==> src/rtl/vga_pkg.sv <==
// Shared VGA text-overlay definitions: character codes, write-command encoding
// and the character-buffer FSM states.
package vga_pkg;

    localparam logic [6:0] Spc   = 7'h20;
    localparam logic [6:0] Zero  = 7'h30;
    localparam logic [6:0] ChrA  = 7'h41;
    localparam logic [6:0] ChrE  = 7'h45;
    localparam logic [6:0] ChrD  = 7'h64;
    localparam logic [6:0] ChrN  = 7'h6E;

    typedef enum logic [1:0] {
        CMD_CHAR    = 2'd0,
        CMD_NEWLINE = 2'd1,
        CMD_GOTO    = 2'd2,
        CMD_NOP     = 2'd3
    } char_cmd_t;

    typedef enum logic {
        ST_CLEAR = 1'b0,
        ST_IDLE  = 1'b1
    } char_buf_state_t;

    // Start of the next row; row 15 wraps back to row 0.
    function automatic logic [7:0] next_row(input logic [7:0] addr);
        return {addr[7:4] + 4'd1, 4'h0};
    endfunction

endpackage

==> src/rtl/char_ram_256x7.sv <==
// 256x7 simple dual-port character RAM: one write port, one registered
// read-first read port.
module char_ram_256x7 (
    input  logic       clk,
    input  logic       rst_n,
    input  logic       we,
    input  logic [7:0] waddr,
    input  logic [6:0] wdata,
    input  logic [7:0] raddr,
    output logic [6:0] rdata
);

    logic [6:0] mem [256];

    // NOTE: the array has no reset so it can map onto block/distributed RAM;
    // contents are initialised by the clear sequence instead.
    always_ff @(posedge clk) begin
        if (we) begin
            mem[waddr] <= wdata;
        end
    end

    // NOTE: non-blocking read and write on the same edge give read-first
    // behaviour: a colliding read returns the previous contents.
    always_ff @(posedge clk or negedge rst_n) begin
        if (!rst_n) begin
            rdata <= '0;
        end else begin
            rdata <= mem[raddr];
        end
    end

endmodule

==> src/rtl/char_buf_16x16_wr.sv <==
// Writable 16x16 character buffer: command stream in over valid/ready,
// char_xy -> char_code lookup out, full-buffer clear after reset or on request.
module char_buf_16x16_wr
    import vga_pkg::*;
#(
    parameter logic [6:0] CLR_CODE = Spc
) (
    input  logic       clk,
    input  logic       rst_n,
    input  logic       wr_valid,
    output logic       wr_ready,
    input  char_cmd_t  wr_cmd,
    input  logic [7:0] wr_data,
    input  logic       clr,
    output logic       busy,
    output logic [7:0] cursor,
    input  logic [7:0] char_xy,
    output logic [6:0] char_code
);

    char_buf_state_t state, state_nxt;
    logic [7:0]      clr_cnt;
    logic            wr_fire;
    logic            ram_we;
    logic [7:0]      ram_waddr;
    logic [6:0]      ram_wdata;

    assign wr_fire = wr_valid && wr_ready;

    always_ff @(posedge clk or negedge rst_n) begin
        if (!rst_n) begin
            state <= ST_CLEAR;
        end else begin
            state <= state_nxt;
        end
    end

    // A clr seen while clearing is ignored, so a clear always runs 256 cycles.
    always_comb begin
        state_nxt = state;
        unique case (state)
            ST_CLEAR: if (clr_cnt == 8'hFF) state_nxt = ST_IDLE;
            ST_IDLE:  if (clr)              state_nxt = ST_CLEAR;
        endcase
    end

    always_comb begin
        busy      = 1'b0;
        wr_ready  = 1'b0;
        ram_we    = 1'b0;
        ram_waddr = cursor;
        ram_wdata = wr_data[6:0];
        unique case (state)
            ST_CLEAR: begin
                busy      = 1'b1;
                ram_we    = 1'b1;
                ram_waddr = clr_cnt;
                ram_wdata = CLR_CODE;
            end
            ST_IDLE: begin
                // clr takes priority over a command offered in the same cycle.
                wr_ready = !clr;
                ram_we   = wr_fire && (wr_cmd == CMD_CHAR);
            end
        endcase
    end

    // Held at zero outside CLEAR so every clear starts from address 0.
    always_ff @(posedge clk or negedge rst_n) begin
        if (!rst_n) begin
            clr_cnt <= '0;
        end else if (state == ST_CLEAR) begin
            clr_cnt <= clr_cnt + 8'd1;
        end else begin
            clr_cnt <= '0;
        end
    end

    always_ff @(posedge clk or negedge rst_n) begin
        if (!rst_n) begin
            cursor <= '0;
        end else if (state == ST_CLEAR) begin
            cursor <= '0;
        end else if (wr_fire) begin
            unique case (wr_cmd)
                CMD_CHAR:    cursor <= cursor + 8'd1;
                CMD_NEWLINE: cursor <= next_row(cursor);
                CMD_GOTO:    cursor <= wr_data;
                CMD_NOP:     cursor <= cursor;
            endcase
        end
    end

    char_ram_256x7 u_ram (
        .clk   (clk),
        .rst_n (rst_n),
        .we    (ram_we),
        .waddr (ram_waddr),
        .wdata (ram_wdata),
        .raddr (char_xy),
        .rdata (char_code)
    );

endmodule

==> config.mk <==
export PLATFORM = sky130hd
export DESIGN_NAME = char_buf_16x16_wr
export DESIGN_NICKNAME = d
export VERILOG_FILES = /design/src/rtl/vga_pkg.sv /design/src/rtl/char_ram_256x7.sv /design/src/rtl/char_buf_16x16_wr.sv
export SDC_FILE = /design/constraint.sdc
export NUM_CORES = 2
export LEC_CHECK = 0
export ABC_AREA = 1
export BUFFER_PORTS_ARGS = -buffer_cell sky130_fd_sc_hd__buf_2
export CAP_MARGIN = 20
export CORE_MARGIN = 3
export CORE_UTILIZATION = 60
export DETAILED_ROUTE_END_ITERATION = 12
export MAX_ROUTING_LAYER = met4
export PLACE_DENSITY = 0.77
export SLEW_MARGIN = 20
export SYNTH_ARGS = -nofsm -noshare
export SYNTH_HDL_FRONTEND = slang
export SYNTH_SLANG_ARGS = --single-unit
==> constraint.sdc <==
create_clock -name clk -period 5.7 [get_ports clk]
set_input_delay 0.57 -clock clk [delete_from_list [all_inputs] [get_ports clk]]
set_output_delay 0.57 -clock clk [all_outputs]
set_load 0.02 [all_outputs]
# Word level (Yosys, flattened, before mapping)
# Memories as Yosys holds them, arrays and structs flattened. A register that Yosys moved wholly into a read port is not among the register bits.
# Cells that the tools add are included.
# classes
reduce_logical,6
n_eq_ne,6
addsub,3
bitwise_logic,1
mux,14
# ops
op,n
8-bit 2-to-1 mux,4
8-bit case mux with 3 select lines,1
8-bit by 1-bit adder with 8-bit output (second input constant),2
8-bit equality test (second input constant),1
7-bit 2-to-1 mux,1
1-bit 2-to-1 mux,6
4-bit by 1-bit adder with 4-bit output (second input constant),1
2-bit equality test (second input constant),2
1-bit case mux with 2 select lines,2
2-bit by 1-bit equality test with 1-bit output (second input constant),1
1-bit logical AND,2
1-bit zero test,2
2-bit zero test,1
2-bit by 1-bit inequality test with 1-bit output (second input constant),1
2-bit inequality test (second input constant),1
2-bit AND reduction,1
1-bit inverter,1
# word_totals
inputBits,22
reg_bits,17
word_cells,34
mem_count,1
mem_bits_rw,1792
output_inout_bits,17
# memory_table
memory,depth,word_bits,read_ports,rd_ports_with_merged_regs,write_ports,line,source
u_ram.mem,256,7,1,1,1,char_ram_256x7.sv:13,logic [6:0] mem [256];

# Longest topological paths before layout
# depth
word_depth,7
depth_mapped,15
ltp_nobuf,11

# Modules after synthesis
# Synthesis repeated with hierarchy kept, for this count alone.
# hier_totals
hier_cells,6404
hier_area_um2,74552.8
# by_module_without_submodules
module,area_each_um2,seq_area_each_um2,cells_each,instances
char_ram_256x7,73321.6,53986.8,6217,1
char_buf_16x16_wr,1231.2,425.4,187,1

# Worst setup path before layout
# No wires, ideal clock.
# synth_path
kind,reg-to-reg
from,register state
to,memory u_ram.mem[0][0] (data pin)
t_required_ns,4.928
period_less_slack_ns,4.492
path_slack_ns,1.208
arrival_ns,3.720
path_buffers,3
path_stages_with_launch,6
cell_sequence,dfrtp_1 > buf_4 > buf_4 > clkbuf_1 > nand2_1 > inv_1
# synth_between
elab_chain_cells,1
# synth_rtl
item,line,source
from (decl),char_buf_16x16_wr.sv:21,"char_buf_state_t state, state_nxt;"
from (signal assigned),char_buf_16x16_wr.sv:34,state <= state_nxt;
7-bit 2-to-1 mux,char_buf_16x16_wr.sv:53,unique case (state)
net ram_wdata[0],char_buf_16x16_wr.sv:26,logic [6:0] ram_wdata;
to (decl),char_ram_256x7.sv:13,
# The timed path passes the listed nets, and every way through them passes these cells.

# Worst setup path in the final report
# layout_path
from,register state
to,memory u_ram.mem[91][4] (enable)
# layout_between
elab_chain_cells,6
# layout_rtl
item,line,source
1-bit 2-to-1 mux,char_buf_16x16_wr.sv:53,
1-bit logical AND,char_buf_16x16_wr.sv:28,assign wr_fire = wr_valid && wr_ready;
1-bit logical AND,char_buf_16x16_wr.sv:63,ram_we = wr_fire && (wr_cmd == CMD_CHAR);
1-bit case mux with 2 select lines,char_buf_16x16_wr.sv:53,
1-bit 2-to-1 mux,char_ram_256x7.sv:18,if (we) begin
1-bit 2-to-1 mux (not written as such),char_ram_256x7.sv:19,mem[waddr] <= wdata;
# Parallel ways exist; a longest one is shown, timed or not.

==> impl_metrics.csv <==
group,metric,value,unit
clock_network,cts_setup_buffers,0,
yosys,synth-seq-cells,1816,
global_routing,use_met3,0.06463,
job,cap_violations,0,
floorplanning,fp.dieH,358.8,um
route,finalWirelength,188300,um
timing,finClkSkew,0.02738,ns
global_routing,met1_usage,0.3906,
timing,slew_headroom,0.2932,
yosys,synth-edff-count,1792,
route,first_pass_iters,8,
global_routing,busiest_layer,"met2",
yosys,synthArstFlopShare,0.01322,
power_and_ir_drop,p_leak,28.57,nW
worst_setup_path,crit_path_start_kind,"flop",
global_routing,use_met2,0.4503,
hold_path,holdPathStages,3,
floorplanning,dieWidth,358.8,um
yosys,synth_most_common_cell,"nand2_1",
power_and_ir_drop,vdd_drop_max,365.2,uV
floorplanning,fp.coreArea,122700,um^2
power_and_ir_drop,p_total,28.55,mW
floorplanning,io_pins,39,
timing,timing.setup.tns,0,ns
hold_path,holdCritPathClass,"primary input to flop",
route,ant_nets,0,
worst_setup_path,crit_path_max_fanout,26,
clock_network,htreeDepth,4,
yosys,synth.avg_cell_area,11.69,um^2
clock_network,cts_buffers,174,
floorplanning,dieArea,128800,um^2
timing,slew_violations,0,
worst_setup_path,cp_data_required_time,6.12,ns
finish,syn_to_final_growth,8.369,%
route,drt_iter0_drc,7323,
placement,gp_congestion,0.9177,
worst_setup_path,arrival,4.27,ns
timing,period_needed,3.853,ns
yosys,syn_area,74690,um^2
global_routing,grt_usage,0.2964,
finish,nNetsFinal,6276,
yosys,synth_warnings,0,
route,vias,49790,
global_routing,antenna_found_initial,6,
floorplanning,floorplan.rows,128,
clock_network,cts_sinks,1816,
clock_network,cts_root_buf,"clkbuf_16",
clock_network,holdBufCountCts,2,
floorplanning,start_util,0.6088,
power_and_ir_drop,power.density,352.7,nW/um^2
clock_network,clock_latency,0.79,ns
route,wl_per_cell,23.47,um
timing,rsz0062_at_grt,"no",
yosys,synth.area.top_cells,"edfxtp_1 (72%), nand3_1 (12%), nand2_1 (9.9%)",
global_routing,first_global_vias,48010,
worst_setup_path,critPathCaptureType,"flop",
worst_setup_path,cp_slowest_cell,"dfrtp_1",
timing,setup_viol,0,
global_routing,grt_pass1_wl,284500,um
yosys,synth_fp_nets,6419,
worst_setup_path,slowest_delay,0.84,ns
yosys,yosysSeqAreaShare,0.7285,
yosys,netlist_top_cells_count,"nand2_1 (1975), edfxtp_1 (1792), nand3_1 (1731)",
worst_setup_path,crit_type,"flop to flop",
worst_setup_path,reg2regPathDepth,9,
clock_network,clkTransAtPathRegs,0.06,ns
clock_network,cts_tree,"done",
clock_network,cts_max_path_buffers,3,
timing,hold_slack,0.1148,ns
status,status,"finished clean",
route,drc_errors,0,
timing,fmax,259.5,MHz
route,vias_per_cell,6.208,
yosys,ys_types,28,
finish,layout-drive-gt1-share,0.05916,
finish,utilization,0.6598,
placement,dp_hpwl,102600,um
timing,worst_pin_slew,1.058,ns
timing,period_share,0.6760,
global_routing,overflow,0,
worst_setup_path,cp_cell_sequence,"inv_2 -> nor2_1 -> nand2_1 -> inv_1 -> a21oi_2 -> inv_2 -> nand2_1 -> buf_4 -> nor2_1",
yosys,yosysTopAreaCell,"edfxtp_1",
placement,port_buffers,38,
yosys,synthFlopType,"edfxtp_1",
timing,finalHoldViolCount,0,
yosys,synth_top_cell_area_share,0.7205,
yosys,synth_cells,6390,
global_routing,grt_max_degree,229,
clock_network,ctsResizeCount,0,
per-stage QoR:
step | worst slack [ns] | instances | area [um^2]
floorplan | 1.208 | 6390 | 74690
global placement | 1.573 | 7692 | 75350
detailed placement | 1.964 | 7694 | 75410
CTS | 1.963 | 8014 | 80910
global route | 1.678 | 8018 | 80930
finish | 1.847 | 8021 | 80940
final timing paths:
check	to	start	slack (ns)
min reg2reg	clr_cnt[0]$_DFF_PN0_	clr_cnt[0]$_DFF_PN0_	0.46
min in group asynchronous	cursor[4]$_DFFE_PN0P_	rst_n	0.36
max reg2reg	u_ram.mem[91][4]$_DFFE_PP_	state$_DFF_PN0_	1.85
max	u_ram.mem[91][4]$_DFFE_PP_	state$_DFF_PN0_	1.85
min	u_ram.rdata[1]$_DFF_PN0_	char_xy[7]	0.11
max in group asynchronous	state$_DFF_PN0_	rst_n	4.89
routing by layer:
metal,up-vias,wire (um),share of wire
met2,3213,88810,0.47
met5,-,0,0
met3,512,21100,0.11
met1,23830,70650,0.38
met4,0,7692,0.041
li1,22240,-,-
report_power, final:
part / switching (mW) / internal [mW] / total, mW
registers: 0.0898 / 14.8 / 14.9
logic: 1.97 / 0.508 / 2.48
clock network: 4.88 / 6.30 / 11.2
kinds of logic after synthesis:
kind of cell             share of synthesized area
flip-flops                                  0.7285
buffers and inverters                      0.03568
adder cells (fa/ha/maj)                   0.001173
AND/OR/NAND/NOR                             0.2313
AO/OA/AOI/OAI                             0.003284
layout by cell type (no fill, tap or decap), drive strengths merged:
cell type and instances:
nand2 1979, edfxtp 1792, nand3 1731, nor2 301, clkbuf 228, buf 109, inv 83, clkinv 68
o21ai 25, dfrtp 24, bufinv 11, a21oi 11, diode 7, ha 7, nor3 5, clkinvlp 4
o22ai 3, a221oi 2, o32ai 2, dlygate4sd3 2, or2 1, and3 1
cell type report:
cell class,instances,area (um^2)
antenna,7,17.52
clock buffer,227,4679
clock inverter,91,805.8
fill,8652,41740
inverter,75,365.4
multi-input combinational,4068,17620
sequential,1816,54410
tap,1625,2033
timing repair buffer,112,1002
flip-flops by register name, summed over array words and instances, names as in the netlist:
signal,flops
state,1
u_ram.mem,1792
clr_cnt,8
u_ram.rdata,7
cursor,8
worst max-delay path, delay by kind of cell (launching register included):
| family | cells | cell delay, ns |
|---|---|---|
| AND/OR/NAND/NOR | 4 | 1.44 |
| buffers and inverters | 4 | 1.09 |
| flip-flops | 1 | 0.84 |
| AO/OA/AOI/OAI | 1 | 0.10 |
No activity file was read; power rests on OpenSTA's default activity.
